$ cat config.mk
export PLATFORM = sky130hd
export DESIGN_NAME = fifo_packet_reader
export DESIGN_NICKNAME = d
export VERILOG_FILES = /design/src/rtl/fifo_packet_reader_pkg.sv /design/src/rtl/fifo_packet_reader_skid.sv /design/src/rtl/fifo_packet_reader.sv
export SDC_FILE = /design/constraint.sdc
export NUM_CORES = 1
export LEC_CHECK = 0
export BUFFER_PORTS_ARGS = -buffer_cell sky130_fd_sc_hd__buf_2
export CELL_PAD_IN_SITES_DETAIL_PLACEMENT = 0
export CELL_PAD_IN_SITES_GLOBAL_PLACEMENT = 1
export CORE_UTILIZATION = 45
export CTS_CLUSTER_DIAMETER = 40
export DETAILED_ROUTE_END_ITERATION = 8
export PLACE_DENSITY_LB_ADDON = 0.1
export SETUP_SLACK_MARGIN = 0.5
export SLEW_MARGIN = 15
export SYNTH_ARGS = -nofsm -noshare
export SYNTH_HDL_FRONTEND = slang
export SYNTH_SLANG_ARGS = --single-unit
$ cat constraint.sdc
create_clock -name clock -period 4.83 [get_ports clock]
set_clock_uncertainty 0.05 [all_clocks]
set_input_delay 0.483 -clock clock [delete_from_list [all_inputs] [get_ports clock]]
set_output_delay 0.483 -clock clock [all_outputs]
set_load 0.02 [all_outputs]
$ cat src/rtl/fifo_packet_reader_pkg.sv
// Shared types and helpers for the FIFO packet reader and its skid buffer.
package fifo_packet_reader_pkg;

  // Parser state: waiting for a header word, or streaming payload words.
  typedef enum logic [0:0] {
    S_HEADER = 1'b0,
    S_DATA   = 1'b1
  } state_t;

  // Default width of the header byte-length field.
  localparam int LEN_WIDTH_DEFAULT = 16;

  // The length field sits in the low bits of the header word.
  localparam int HDR_LEN_LSB = 0;

  // Widest byte-enable vector the keep helper can produce.
  localparam int KEEP_MAX = 128;

  // Byte enables for a beat carrying 'rem' valid bytes out of 'bytes'.
  // A remainder of zero means the beat is completely filled.
  function automatic logic [KEEP_MAX-1:0] keep_from_rem(input int unsigned rem,
                                                        input int unsigned bytes);
    logic [KEEP_MAX-1:0] keep;
    keep = {KEEP_MAX{1'b0}};
    for (int unsigned i = 0; i < KEEP_MAX; i++) begin
      if (rem == 32'd0) begin
        keep[i] = (i < bytes);
      end else begin
        keep[i] = (i < rem);
      end
    end
    return keep;
  endfunction

endpackage

$ cat src/rtl/fifo_packet_reader_skid.sv
// Three-entry FIFO-ordered skid buffer. The head (oldest word) is always held
// in entry 0 so it comes straight from a register; push and pop may happen in
// the same cycle. A push into a full buffer is dropped, so callers must only
// push when they have reserved space.
module fifo_skid_buffer
  import fifo_packet_reader_pkg::*;
#(
  parameter int DATA_WIDTH = 32
) (
  input  logic                  clock,
  input  logic                  reset,
  input  logic                  push,
  input  logic [DATA_WIDTH-1:0] push_data,
  input  logic                  pop,
  output logic [DATA_WIDTH-1:0] head,
  output logic                  head_valid,
  output logic [1:0]            occ
);

  localparam int         DEPTH    = 3;
  localparam logic [1:0] OCC_FULL = 2'd3;

  logic [DATA_WIDTH-1:0] r_mem     [DEPTH];
  logic [DATA_WIDTH-1:0] w_shift   [DEPTH];
  logic [DATA_WIDTH-1:0] w_mem_nxt [DEPTH];
  logic [1:0]            r_occ;
  logic [1:0]            w_occ_after_pop;
  logic [1:0]            w_occ_nxt;
  logic                  w_do_pop;
  logic                  w_push_ok;

  // Next-state of the storage: shift out the head on pop, then append the
  // pushed word behind the remaining entries.
  always_comb begin
    w_do_pop        = pop && (r_occ != 2'd0);
    w_occ_after_pop = w_do_pop ? (r_occ - 2'd1) : r_occ;
    w_push_ok       = push && (w_occ_after_pop != OCC_FULL);
    for (int i = 0; i < DEPTH - 1; i++) begin
      w_shift[i] = w_do_pop ? r_mem[i+1] : r_mem[i];
    end
    w_shift[DEPTH-1] = w_do_pop ? {DATA_WIDTH{1'b0}} : r_mem[DEPTH-1];
    for (int i = 0; i < DEPTH; i++) begin
      w_mem_nxt[i] = (w_push_ok && (w_occ_after_pop == 2'(i))) ? push_data : w_shift[i];
    end
    w_occ_nxt = w_occ_after_pop + {1'b0, w_push_ok};
  end

  // Storage and occupancy registers.
  always_ff @(posedge clock) begin
    if (reset) begin
      for (int i = 0; i < DEPTH; i++) begin
        r_mem[i] <= {DATA_WIDTH{1'b0}};
      end
      r_occ <= 2'd0;
    end else begin
      for (int i = 0; i < DEPTH; i++) begin
        r_mem[i] <= w_mem_nxt[i];
      end
      r_occ <= w_occ_nxt;
    end
  end

  assign head       = r_mem[0];
  assign head_valid = (r_occ != 2'd0);
  assign occ        = r_occ;

endmodule

$ cat src/rtl/fifo_packet_reader.sv
// Reads a standard-mode FIFO, absorbs its one-cycle read latency in a skid
// buffer, and splits the word stream into packets (header word carrying the
// byte length, then payload words) presented as a valid/ready stream.
module fifo_packet_reader
  import fifo_packet_reader_pkg::*;
#(
  parameter int DATA_WIDTH       = 32,
  parameter int DATA_COUNT_WIDTH = 1,
  parameter int LEN_WIDTH        = LEN_WIDTH_DEFAULT
) (
  input  logic                        clock,
  input  logic                        reset,
  output logic                        fifo_clock,
  output logic                        fifo_reset,
  input  logic [DATA_WIDTH-1:0]       fifo_rd_data,
  output logic                        fifo_rd_en,
  input  logic                        fifo_empty,
  input  logic                        fifo_almost_empty,
  input  logic [DATA_COUNT_WIDTH-1:0] fifo_rd_data_count,
  output logic [DATA_WIDTH-1:0]       m_tdata,
  output logic [DATA_WIDTH/8-1:0]     m_tkeep,
  output logic                        m_tlast,
  output logic                        m_tvalid,
  input  logic                        m_tready,
  output logic [31:0]                 pkt_count,
  output logic                        err_zero_len,
  output logic                        busy
);

  localparam int                   BPW      = DATA_WIDTH / 8;
  localparam int                   BPW_LOG2 = $clog2(BPW);
  localparam logic [LEN_WIDTH-1:0] LEN_ZERO = {LEN_WIDTH{1'b0}};
  localparam logic [LEN_WIDTH-1:0] LEN_ONE  = LEN_WIDTH'(1);
  localparam logic [LEN_WIDTH-1:0] REM_MASK = LEN_WIDTH'(BPW - 1);

  state_t                r_state;
  logic [LEN_WIDTH-1:0]  r_words_left;
  logic [LEN_WIDTH-1:0]  r_rem;
  logic [31:0]           r_pkt_count;
  logic                  r_err_zero_len;
  logic                  r_inflight;

  logic [DATA_WIDTH-1:0] w_head;
  logic                  w_head_valid;
  logic [1:0]            w_occ;
  logic                  w_pop;
  logic                  w_rd_en;
  logic                  w_last;
  logic [LEN_WIDTH-1:0]  w_len;
  logic [LEN_WIDTH-1:0]  w_rem;
  logic [LEN_WIDTH-1:0]  w_words;
  logic [KEEP_MAX-1:0]   w_keep_full;
  logic [BPW-1:0]        w_keep_last;
  logic                  w_unused;

  assign fifo_clock = clock;
  assign fifo_reset = reset;

  // Level and count hints are not needed: the empty flag plus our own
  // reservation count is enough to pace reads.
  assign w_unused = ^{fifo_almost_empty, fifo_rd_data_count, w_keep_full};

  // Only request a word when the skid buffer is guaranteed to have room for
  // it on arrival, counting the word already in flight. No dependency on
  // m_tready, and no pop while reset is held so no word is lost to reset.
  assign w_rd_en    = !reset && !fifo_empty &&
                      (({1'b0, w_occ} + {2'b00, r_inflight}) <= 3'd2);
  assign fifo_rd_en = w_rd_en;

  fifo_skid_buffer #(
    .DATA_WIDTH (DATA_WIDTH)
  ) u_skid (
    .clock      (clock),
    .reset      (reset),
    .push       (r_inflight),
    .push_data  (fifo_rd_data),
    .pop        (w_pop),
    .head       (w_head),
    .head_valid (w_head_valid),
    .occ        (w_occ)
  );

  // Header decode: byte length, partial-word remainder and word count.
  // The word count uses shift plus a round-up bit so the maximum length
  // cannot overflow the field.
  assign w_len   = w_head[HDR_LEN_LSB +: LEN_WIDTH];
  assign w_rem   = w_len & REM_MASK;
  assign w_words = (w_len >> BPW_LOG2) + ((w_rem != LEN_ZERO) ? LEN_ONE : LEN_ZERO);

  assign w_last      = (r_words_left == LEN_ONE);
  assign w_keep_full = keep_from_rem(32'(r_rem), 32'(BPW));
  assign w_keep_last = w_keep_full[BPW-1:0];

  // Skid pop: headers are consumed as soon as they reach the head, payload
  // words only on a completed stream handshake.
  always_comb begin
    w_pop = 1'b0;
    case (r_state)
      S_HEADER: w_pop = w_head_valid;
      S_DATA:   w_pop = w_head_valid && m_tready;
      default:  w_pop = 1'b0;
    endcase
  end

  // Stream outputs come straight from the registered skid head, so they stay
  // stable while a beat is stalled.
  always_comb begin
    m_tvalid = 1'b0;
    m_tdata  = {DATA_WIDTH{1'b0}};
    m_tkeep  = {BPW{1'b0}};
    m_tlast  = 1'b0;
    if (r_state == S_DATA) begin
      m_tvalid = w_head_valid;
      m_tdata  = w_head;
      m_tlast  = w_last;
      if (w_last && (r_rem != LEN_ZERO)) begin
        m_tkeep = w_keep_last;
      end else begin
        m_tkeep = {BPW{1'b1}};
      end
    end else begin
      m_tvalid = 1'b0;
      m_tdata  = {DATA_WIDTH{1'b0}};
      m_tkeep  = {BPW{1'b0}};
      m_tlast  = 1'b0;
    end
  end

  // Packet parser FSM with read-latency tracking and status counters.
  always_ff @(posedge clock) begin
    if (reset) begin
      r_state        <= S_HEADER;
      r_words_left   <= LEN_ZERO;
      r_rem          <= LEN_ZERO;
      r_pkt_count    <= 32'd0;
      r_err_zero_len <= 1'b0;
      r_inflight     <= 1'b0;
    end else begin
      r_inflight     <= w_rd_en;
      r_err_zero_len <= 1'b0;
      case (r_state)
        S_HEADER: begin
          if (w_head_valid) begin
            if (w_len == LEN_ZERO) begin
              r_err_zero_len <= 1'b1;
            end else begin
              r_words_left <= w_words;
              r_rem        <= w_rem;
              r_state      <= S_DATA;
            end
          end
        end
        S_DATA: begin
          if (w_head_valid && m_tready) begin
            r_words_left <= r_words_left - LEN_ONE;
            if (w_last) begin
              r_pkt_count <= r_pkt_count + 32'd1;
              r_state     <= S_HEADER;
            end
          end
        end
        default: begin
          r_state <= S_HEADER;
        end
      endcase
    end
  end

  assign pkt_count    = r_pkt_count;
  assign err_zero_len = r_err_zero_len;
  assign busy         = (r_state == S_DATA);

endmodule

After elaboration in Yosys (flattened, before gate mapping)
Memory sizes are Yosys's and may differ from the RTL's.
Cells that the tools add are included.
{"block": "word_totals", "elab_cells": 87, "ff_bits": 55, "in_bits": 38, "memories": 1, "latchBits": 0, "rom_bits": 0, "output_inout_bits": 75, "ram_bits": 96}
{"memory": "u_skid.r_mem", "words": 3, "word_bits": 32, "read_ports": 3, "rd_clocked_by_memory_dff": 0, "write_ports": 3, "line": "fifo_packet_reader_skid.sv:23", "rtl": "logic [DATA_WIDTH-1:0] r_mem [DEPTH];"}
{"block": "op_classes", "div": 0, "magnitude_cmp": 5, "bitwise": 6, "add_sub_neg": 6, "mul": 0, "n_mux": 34, "shifts": 0, "eq_ne": 7, "reduce_logical": 21}
{"cell": "$mux 32", "n": 10}
{"cell": "$mux 16", "n": 3}
{"cell": "$add 32x1->32 const B", "n": 1}
{"cell": "$logic_not 16->1", "n": 2}
{"cell": "$pmux 16 s2", "n": 1}
{"cell": "$reduce_bool 16->1", "n": 2}
{"cell": "$eq 16x1->1 const B", "n": 1}
{"cell": "$sub 16x1->16 const B", "n": 1}
{"cell": "$add 14x1->15", "n": 1}
{"cell": "$mux 1", "n": 15}
{"cell": "$logic_and 1x1->1", "n": 9}
{"cell": "$reduce_and 3->1", "n": 3}
{"cell": "$mux 4", "n": 2}
{"cell": "$ne 2x2->1 const B", "n": 3}
{"cell": "$lt 1x2->1 const A", "n": 2}
{"cell": "$lt 2x2->1 const A", "n": 2}
{"cell": "$pmux 1 s2", "n": 2}
{"cell": "$add 2x1->3", "n": 1}
{"cell": "$le 3x2->1 const B", "n": 1}
{"cell": "$not 1->1", "n": 3}
{"cell": "$or 1x1->1", "n": 3}
{"cell": "$reduce_or 3->1", "n": 1}
{"cell": "$add 2x1->2", "n": 1}
{"cell": "$eq 2x1->1 const B", "n": 1}
{"cell": "7 further kinds", "n": 8}

Logic depth before layout (Yosys ltp)
Gate-level depths: netlist of run 1.
{"block": "depth", "word_depth": 10, "depth_mapped": 10, "depth_no_buf": 9}

Cells and area by module
Synthesis of run 1 repeated with hierarchy kept, for this count alone.
{"block": "hier_totals", "hier_cells": 895, "hier_area_um2": 8130.3}
{"mod": "fifo_skid_buffer", "area_per_inst_um2": 4708.3, "n_inst": 1, "cells_each": 445}
{"mod": "fifo_packet_reader", "area_per_inst_um2": 3422.0, "n_inst": 1, "cells_each": 450}

==> reports/qor.txt, run 1 <==
Critical Path Most Common Cell: clkbuf_16
post-CTS resize count: 0
Worst-path clk slew: 0.06 ns
register bit total from synthesis: 151
Via Count: 7,115
mux cell area share after synthesis: 0.006615
combinational family with the most area after synthesis: simple AND/OR/NAND/NOR gates
row cnt: 47
Compound-Gate Fraction of Synth Area: 0.2061
# setup viols final: 0
chip height: 131.7 um
TritonRoute pass-1 iters: 5
Top FF cell, synth: dfxtp_1
die width: 131.7 um
max-slew violations: 0
largest net degree at the start of global routing: 86
Simple-Gate Fraction of Synth Area: 0.2782
Startpoint Class: clock port
post-route setup slack: 1.485 ns
most frequent cells in the layout: 151 x nand2_1, 150 x dfxtp_1, 109 x buf_2, 101 x nor2_1, 71 x a21oi_1
fin cells: 1,252
post-layout net count: 1,069
GP Congestion: 0.7865
Synth Area in XOR/XNOR: 0.03589
Initial Utilization: 0.4579
cts hold-fix bufs: 0
DP Worst Slack: 1.661 ns
Worst Min Path Start: fifo_empty
DP Cell Count: 1,217
slowest CP cell: buf_2
FFs w/ async S/R, synth: 0
critical path fanouts, max: 2
vias in the first global route: 6,346
input/output buffers: 110
P&R area growth vs syn: 17.40%
Starting DRT DRC Count: 424
antenna diode count: 0
DR DRC count: 0
Worst R2R Setup Slack: 1.59 ns
RR Startpoint: u_skid.occ[0]
worst vdd ir: 319.6 uV
vias per inst: 5.683
Final Util: 0.5375
post-synthesis instance area: 7566 sq um
adder-cell share of the synthesized area: 0.01984
final hold viol count: 0
Critical Path Start: clock
Pwr per Cell Area: 524.9 nW/um^2
Worst EP arrival: 2.81 ns
clk_lat worst skew: 0.53 ns
Avg Cell Area, Syn: 7.857 sq um
Crit. End Element: output pin
initial antenna violation count: 0
TritonCTS clock tree: built
RSZ-0062 raised after global routing: false
post-synthesis sequential area ratio: 0.3995
final WL: 20,330 um
setup TNS: 0 ns
outcome: finished, final reports clean
HPWL Detailed: 12,310 um
post-synthesis cell type count: 53
EDFF count, synth: 0
Routed Antenna Nets: 0
CP Class: clock port to output pin
postcts setup bufs: 0
P_leak: 0.003202 uW
max-cap check violation count: 0
Hold Path Class: input port to flop
routed wire length per instance: 16.24 um
first-pass GRT wire length: 33,380 um
post-synthesis cell count: 963
Tot Pwr: 4662 uW
Worst Tran Pin Value: 0.9783 ns
Max-slew headroom: 0.3434
# IOs: 113
CP peak stage delay: 0.15 ns
Post-Syn Nets: 1,013
most common cell after layout, fill and taps aside: nand2_1
GRT overflow: 0
CP required: 4.30 ns
layout cell share with drive strength beyond 1: 0.1647
Core Box Area: 16,520 sq um
crit-path cells: clkbuf_16 -> clkbuf_16 -> buf_2
GRT Overall Usage: 0.2371
Die ar.: 17,340 sq um
Synthesis Warnings: 0
state kept, by name, summed over array words and instances (netlist names):
register and cells:
busy 1, err_zero_len 1, pkt_count 32, r_inflight 1, r_rem 2, r_words_left 16
u_skid.occ 2, u_skid.r_mem 96
through the flow:
step                hold slack, ns  cell area, sq um
CTS                        0.05976              8876
global route               0.06181              8882
detailed placement          0.4084              8187
global placement            0.4042              8187
floorplan                   0.3981              7566
finish                     0.07676              8882
report_power, final:
group	total (uW)	switching, uW	leakage (uW)	internal, uW
sequential	1610	193	0.00122	1420
combinational	1520	1050	0.00164	468
clock	1530	566	0.000343	963
total	4660	1810	0.00320	2850
routing by layer:
metal  up-vias  GRT usage  routed length [um]
met5         -          0                   0
met4         0    0.08527                 247
met3        20    0.04128                 694
met2       143     0.3592                9267
met1      3355     0.3358               10120
li1       3597          -                   -
final cells by class:
| class | instances | area (sq um) |
|---|---|---|
| clock inverters | 12 | 147.6 |
| flip-flops and latches | 151 | 3024 |
| clock buffers | 24 | 546.8 |
| multi-input cells | 709 | 4193 |
| inverters | 18 | 67.56 |
| well taps | 220 | 275.3 |
| repair buffers | 118 | 628.1 |
| fillers | 1675 | 7642 |
kinds of logic (layout without fill, tap and decap cells):
family,Yosys count,in the layout
and+or+nand+nor,435,435
AOI/OAI and AO/OA,226,226
DFF,151,151
buffers and inverters,103,172
xor gates and xnor gates,31,31
adders and majority gates,12,12
muxes,5,5
worst max-delay path, delay by kind of cell:
kind / cells / cell delay (ns)
buf+inv: 3 / 0.40
final timing paths:
path / end / cells after the start
worst max register to register: u_skid.r_mem[0][40] / 8
worst max-delay path: fifo_clock / 3
worst min register to register: u_skid.r_mem[0][83] / 2
worst min-delay path: r_inflight / 2
synthesized netlist by cell type, drive strengths merged, types with 2 or more instances:
master,number,area [sq um]
a211o,2,17.52
a211oi,3,22.52
a21o,3,22.52
a21oi,71,355.3
a311oi,66,578.1
a31oi,2,12.51
and2,34,212.7
and3,6,37.54
and4,6,52.55
buf,9,55.05
clkbuf,76,285.3
dfxtp,151,3023
ha,12,150.1
inv,17,63.81
mux2i,5,50.05
nand2,152,570.6
nand2b,3,18.77
nand3,47,235.2
nand4,14,100.1
nor2,101,379.1
nor2b,2,12.51
nor3,21,105.1
nor4,15,123.9
nor4b,2,17.52
o211ai,38,285.3
o21a,2,15.01
o21ai,19,95.09
o31ai,14,105.1
or2,2,12.51
or3,6,37.54
or4,17,127.6
xnor2,27,236.5
xor2,4,35.03
(Power assumes the default switching activity.)
==> run 2: changes to the inputs <==
CORE_UTILIZATION = 42   (was 45)
clock period = 3.2 ns   (was 4.83 ns; I/O delays follow)
==> run 2 against run 1 <==
Effect of this change: critical path depth is 3 higher; worst setup slack got worse by 0.84 ns; die area increased by 7.0%; global-route usage is 0.78 points lower; clock-buffer cell count fell by 2; cell area up 2.7%; sequential power up 52%; via count hardly changed; wire length is 1.8% higher; register-to-register slack worse by 0.92 ns; non-clock buffer count grew 16.
==> reports/qor.txt, run 2 (same netlist as run 1, synthesis figures left out) <==
setup TNS: 0 ns (unchanged)
most common cell after layout, fill and taps aside: nand2_1
Via Count: 7,119 (+0.056%)
input/output buffers: 110 (unchanged)
most frequent cells in the layout: 151 x nand2_1, 148 x dfxtp_1, 109 x buf_2, 100 x nor2_1, 71 x a21oi_1
Startpoint Class: flop
RSZ-0062 raised after global routing: false
Final Hold Slack: 0.02515 ns (-0.05161 ns)
sw frac: 0.3835 (-0.005056)
max-cap check violation count: 0 (unchanged)
min cycle time layout: 2.554 ns
final WL: 20,690 um (+1.8%)
first-pass GRT wire length: 33,580 um (+0.60%)
max-slew violations: 0 (unchanged)
max FFs per register: 96 (unchanged)
Final Util: 0.5237 (-0.01381)
Worst Tran Pin Value: 0.5801 ns (-0.3982 ns)
routed wire length per instance: 16.24 um (about the same)
TritonRoute pass-1 iters: 5 (unchanged)
largest net degree at the start of global routing: 92 (+7.0%)
P_leak: 0.003301 uW (+3.1%)
Biggest register: u_skid.r_mem
GRT Overall Usage: 0.2292 (-0.007840)
CP required: 2.83 ns (-1.47 ns)
GRT overflow: 0 (unchanged)
Comb power frac: 0.331 (+0.005)
Filler cells: 1,734 (+3.5%)
outcome: finished, final reports clean
M3 GR Usage: 0.04213 (+0.0008519)
final hold viol count: 0 (unchanged)
critical path fanouts, max: 10 (+8)
busiest grt layer: met2
Routed Antenna Nets: 0 (unchanged)
Internal: 4530 uW (+59%)
P_sw: 2818 uW (+56%)
Die ar.: 18,550 sq um (+7.0%)
post-layout net count: 1,086 (+1.6%)
HPWL Detailed: 13,100 um (+6.4%)
Max-slew headroom: 0.6124 (+0.2690)
antenna diode count: 0 (unchanged)
Max Clock Freq: 391.5 MHz
Seq pwr share: 0.334 (-0.012)
Core Box Area: 17,420 sq um (+5.4%)
layout cell share with drive strength beyond 1: 0.1830 (+0.01830)
GP Congestion: 0.8500 (+8.1%)
post-route setup slack: 0.6457 ns (-0.8394 ns)
P&R area growth vs syn: 20.56%
Initial Utilization: 0.4344 (-0.02345)
vias in the first global route: 6,393 (+0.74%)
DR DRC count: 0 (unchanged)
chip height: 136.2 um (+3.5%)
DP Worst Slack: 0.4905 ns (-1.170 ns)
Clk pwr share: 0.335 (+0.007)
Pwr per Cell Area: 805.6 nW/um^2 (+53%)
Worst EP arrival: 2.18 ns (-0.63 ns)
die width: 136.2 um (+3.5%)
met1 usage in global routing: 0.3202 (-0.01568)
CP Class: flop to output pin
Crit. End Element: output pin
initial antenna violation count: 0 (unchanged)
final worst path period share: 0.7982
GR Layer Usage met2: 0.3582 (-0.001050)
# setup viols final: 0 (unchanged)
Hold Path Class: input port to flop
clk_lat worst skew: 0.54 ns (about the same)
Worst-path clk slew: 0.06 ns (about the same)
row cnt: 48 (+2.1%)
TritonCTS clock tree: built
Starting DRT DRC Count: 553 (+30%)
# IOs: 113 (unchanged)
vias per inst: 5.588 (-1.7%)
worst vdd ir: 533.8 uV (+67%)
run 2: cell count changes in the layout (fill, tap and decap cells not counted), moves of 2 or more:
cell           previous run  this run
buf_4                     9        20
bufinv_16                 3         5
clkinv_2                  5         1
buf_12                    1         3
clkbuf_8                  3         1
dlygate4sd3_1             0         2
dfxtp_1                 150       148
clkinvlp_4                2         4
clkinv_4                  1         4
run 2: path summary, 6_finish.rpt:
kind	end	start	slack, ns	depth (start not counted)
max	m_tkeep[1]	r_words_left[7]	0.65	6
min	u_skid.r_mem[0][83]	fifo_rd_data[19]	0.03	3
max reg2reg	pkt_count[26]	u_skid.occ[0]	0.67	7
min reg2reg	u_skid.r_mem[0][74]	u_skid.r_mem[0][74]	0.42	2
run 2: per-layer routing:
metal  part of all wire  routed length [um]  vias up
met5                  0                   0        -
met4             0.0097                 200        0
met3              0.037                 767       16
met2               0.46                9513      136
met1               0.49               10210     3347
li1                   -                   -     3620
run 2: stage by stage:
step / total power [uW] / instance area, sq um / cells
2_1_floorplan: 4150 / 7566 / 963
3_3_place_gp: 4885 / 8300 / 1234
3_5_place_dp: 4876 / 8300 / 1234
4_1_cts: 7364 / 9082 / 1272
5_1_grt: 7807 / 9121 / 1274
6_report: 7348 / 9121 / 1274
run 2: power groups by stage:
stage | Clock, uW | Combinational (uW) | Sequential (uW)
2_1_floorplan | 36.5 | 1760 | 2360
3_5_place_dp | 29.2 | 2360 | 2490
4_1_cts | 2520 | 2400 | 2450
3_3_place_gp | 29.2 | 2370 | 2480
5_1_grt | 2590 | 2710 | 2500
6_report | 2460 | 2430 | 2450
run 2: cell type report:
class | count | area, sq um | share of cell area
Clock buffer | 22 | 519.2 | 0.05693
Clock inverter | 14 | 222.7 | 0.02442
Inverter | 18 | 75.07 | 0.008230
Multi-Input combinational cell | 709 | 4207 | 0.4612
Sequential cell | 151 | 3029 | 0.3321
Tap cell | 225 | 281.5 | 0.03086
Timing Repair Buffer | 134 | 782.0 | 0.08573
Timing Repair inverter | 1 | 5.005 | 0.0005487
run 2: repair_timing:
action	CTS	global route
pin swaps	1	2
endpoints found under the setup margin	7	48
setup buffers	0	2
hold buffers	2	0
gates resized for setup	5	6
hold endpoints to repair	2	0
cloned	1	0
run 2: worst max-delay path: stages, from the launching register on:
cell,delay (ns)
dfxtp_1,0.39
nor4_4,0.42
nand4_4,0.16
buf_4,0.21
nor3_2,0.18
a21oi_1,0.11
buf_2,0.17
==> run 3: changes to the inputs <==
CORE_UTILIZATION = 38   (was 42)
clock period = 2.16 ns   (was 3.2 ns; I/O delays follow)
==> run 3 against run 2 <==
Effect of this change: cell area is 48% higher; global-route usage is 6.9 points higher; worst setup slack worse by 0.71 ns; largest power group is now combinational cells; the flow now finishes with violations (setup timing); via count is 23% higher; sequential share of layout area is 11 points lower.
==> reports/qor.txt, run 3 (same netlist as run 1, synthesis figures left out) <==
antenna diode count: 0 (unchanged)
P&R area growth vs syn: 78.80%
GRT Overall Usage: 0.2979 (+0.06869)
final hold viol count: 0 (unchanged)
# setup viols final: 10 (+10)
min cycle time layout: 2.228 ns
post-route setup slack: -0.06751 ns (-0.7132 ns)
Internal: 10,040 uW (+120%)
# IOs: 113 (unchanged)
fin cells: 1,513 (+19%)
fin area: 13,530 sq um (+48%)
CP Class: flop to flop
Initial Utilization: 0.3887 (-0.04566)
initial antenna violation count: 0 (unchanged)
Routed Antenna Nets: 0 (unchanged)
Filler cells: 1,427 (-18%)
CP peak stage delay: 0.47 ns (+0.05 ns)
vias per inst: 5.788 (+3.6%)
Core Box Area: 19,460 sq um (+12%)
P_leak: 0.005081 uW (+54%)
Startpoint Class: flop
most frequent cells in the layout: 147 x nand2_1, 134 x dfxtp_1, 94 x buf_2, 93 x buf_4, 62 x a311oi_2
final worst path period share: 1.031
Via Count: 8,758 (+23%)
DR DRC count: 0 (unchanged)
Max Clock Freq: 448.9 MHz
Worst EP arrival: 2.65 ns (+0.47 ns)
final WL: 31,800 um (+54%)
GRT overflow: 0 (unchanged)
Hold Path Class: input port to flop
most common cell after layout, fill and taps aside: nand2_1
worst vdd ir: 824.2 uV (+54%)
HPWL Detailed: 14,070 um (+7.4%)
GR Layer Usage met2: 0.4860 (+0.1279)
first-pass GRT wire length: 46,340 um (+38%)
routed wire length per instance: 21.02 um (+29%)
vias in the first global route: 8,263 (+29%)
sw frac: 0.3849 (+0.001421)
outcome: finished, violations left
busiest grt layer: met2
RSZ-0062 raised after global routing: true
DP Worst Slack: -0.01567 ns (-0.5061 ns)
DP Cell Count: 1,332 (+7.9%)
max-slew violations: 0 (unchanged)
Critical Path Most Common Cell: buf_4
die width: 143.1 um (+5.1%)
crit path buf inv count: 2 (unchanged)
input/output buffers: 110 (unchanged)
largest net degree at the start of global routing: 70 (-24%)
Pwr per Cell Area: 1207 nW/um^2 (+50%)
row cnt: 51 (+6.3%)
M3 GR Usage: 0.05164 (+0.009510)
Seq pwr share: 0.216 (-0.118)
failing checks: setup timing
Biggest register: u_skid.r_mem
Crit. End Element: flop
slowest CP cell: or4_1
Comb power frac: 0.554 (+0.223)
critical path fanouts, max: 5 (-5)
met1 usage in global routing: 0.3855 (+0.06538)
cell family with most CP delay: simple AND/OR/NAND/NOR gates
TritonRoute pass-1 iters: 5 (unchanged)
Die ar.: 20,480 sq um (+10%)
placed inst area: 8892 sq um (+7.1%)
clk_lat worst skew: 0.55 ns (about the same)
max FFs per register: 96 (unchanged)
layout cell share with drive strength beyond 1: 0.4848 (+0.3017)
TritonCTS clock tree: built
post-layout net count: 1,285 (+18%)
crit-path cells: nor4_4 -> nand4_2 -> buf_4 -> buf_4 -> or3_4 -> or4_1 -> a21oi_1
Max-slew headroom: 0.6807 (+0.06826)
Worst Tran Pin Value: 0.4723 ns (-0.1078 ns)
Starting DRT DRC Count: 675 (+22%)
P_sw: 6282 uW (+120%)
max-cap check violation count: 0 (unchanged)
chip height: 143.1 um (+5.1%)
CP required: 2.58 ns (-0.25 ns)
Clk pwr share: 0.230 (-0.105)
Worst-path clk slew: 0.07 ns (about the same)
GP Congestion: 0.7896 (-7.1%)
## run 3: path summary, 6_finish.rpt
kind / start / to / slack (ns) / depth (start not counted)
worst min register to register: u_skid.r_mem[0][87] / u_skid.r_mem[0][87] / 0.42 / 2
worst max-delay path: r_words_left[7] / pkt_count[29] / -0.07 / 7
worst min-delay path: reset / r_rem[1] / 0.02 / 2
worst max register to register: r_words_left[7] / pkt_count[29] / -0.07 / 7
## run 3: area by class of cell
type                       count  area [sq um]  area share
multi-input combinational    709          5715      0.4225
tap                          265         331.6     0.02451
clock inverter                14         219.0     0.01619
clock buffer                  22         519.2     0.03838
timing repair buffer         334          3608      0.2667
inverter                      18         85.08    0.006289
sequential                   151          3049      0.2254
## run 3: routing by layer
metal | vias to the layer above | wire, um | part of all wire
li1 | 4048 | - | -
met1 | 4303 | 13350 | 0.42
met4 | 0 | 1093 | 0.034
met3 | 92 | 1676 | 0.053
met5 | - | 0 | 0
met2 | 315 | 15680 | 0.49
## run 3: repair_timing
item                       4_1_cts  5_1_grt
gates resized for setup        321      145
buffers inserted                60       16
hold buffers                    33        0
gates cloned                    33        4
pin swaps                      101       74
setup endpoints to repair      188      189
hold endpoints to repair        97        0
## run 3: stage by stage
step | hold slack [ns] | total power (uW) | utilization | setup TNS [ns]
floorplan | 0.2428 | 6257 | - | -0.1563
global placement | 0.3003 | 7881 | 0.4569 | -0.002721
detailed placement | 0.3003 | 7882 | 0.4569 | -0.02941
CTS | 0.007928 | 15000 | 0.6492 | -0.2935
global route | 0.02126 | 16930 | 0.6951 | -1.602
finish | 0.02133 | 16320 | 0.6951 | -0.3929
## run 3: power by group through the flow
stage               sequential (uW)  combinational [uW]  clock (uW)
floorplan                      3500                2700        54.1
global placement               3500                4340        43.2
detailed placement             3500                4340        43.2
CTS                            3510                7780        3710
global route                   3570                9450        3910
finish                         3530                9040        3750
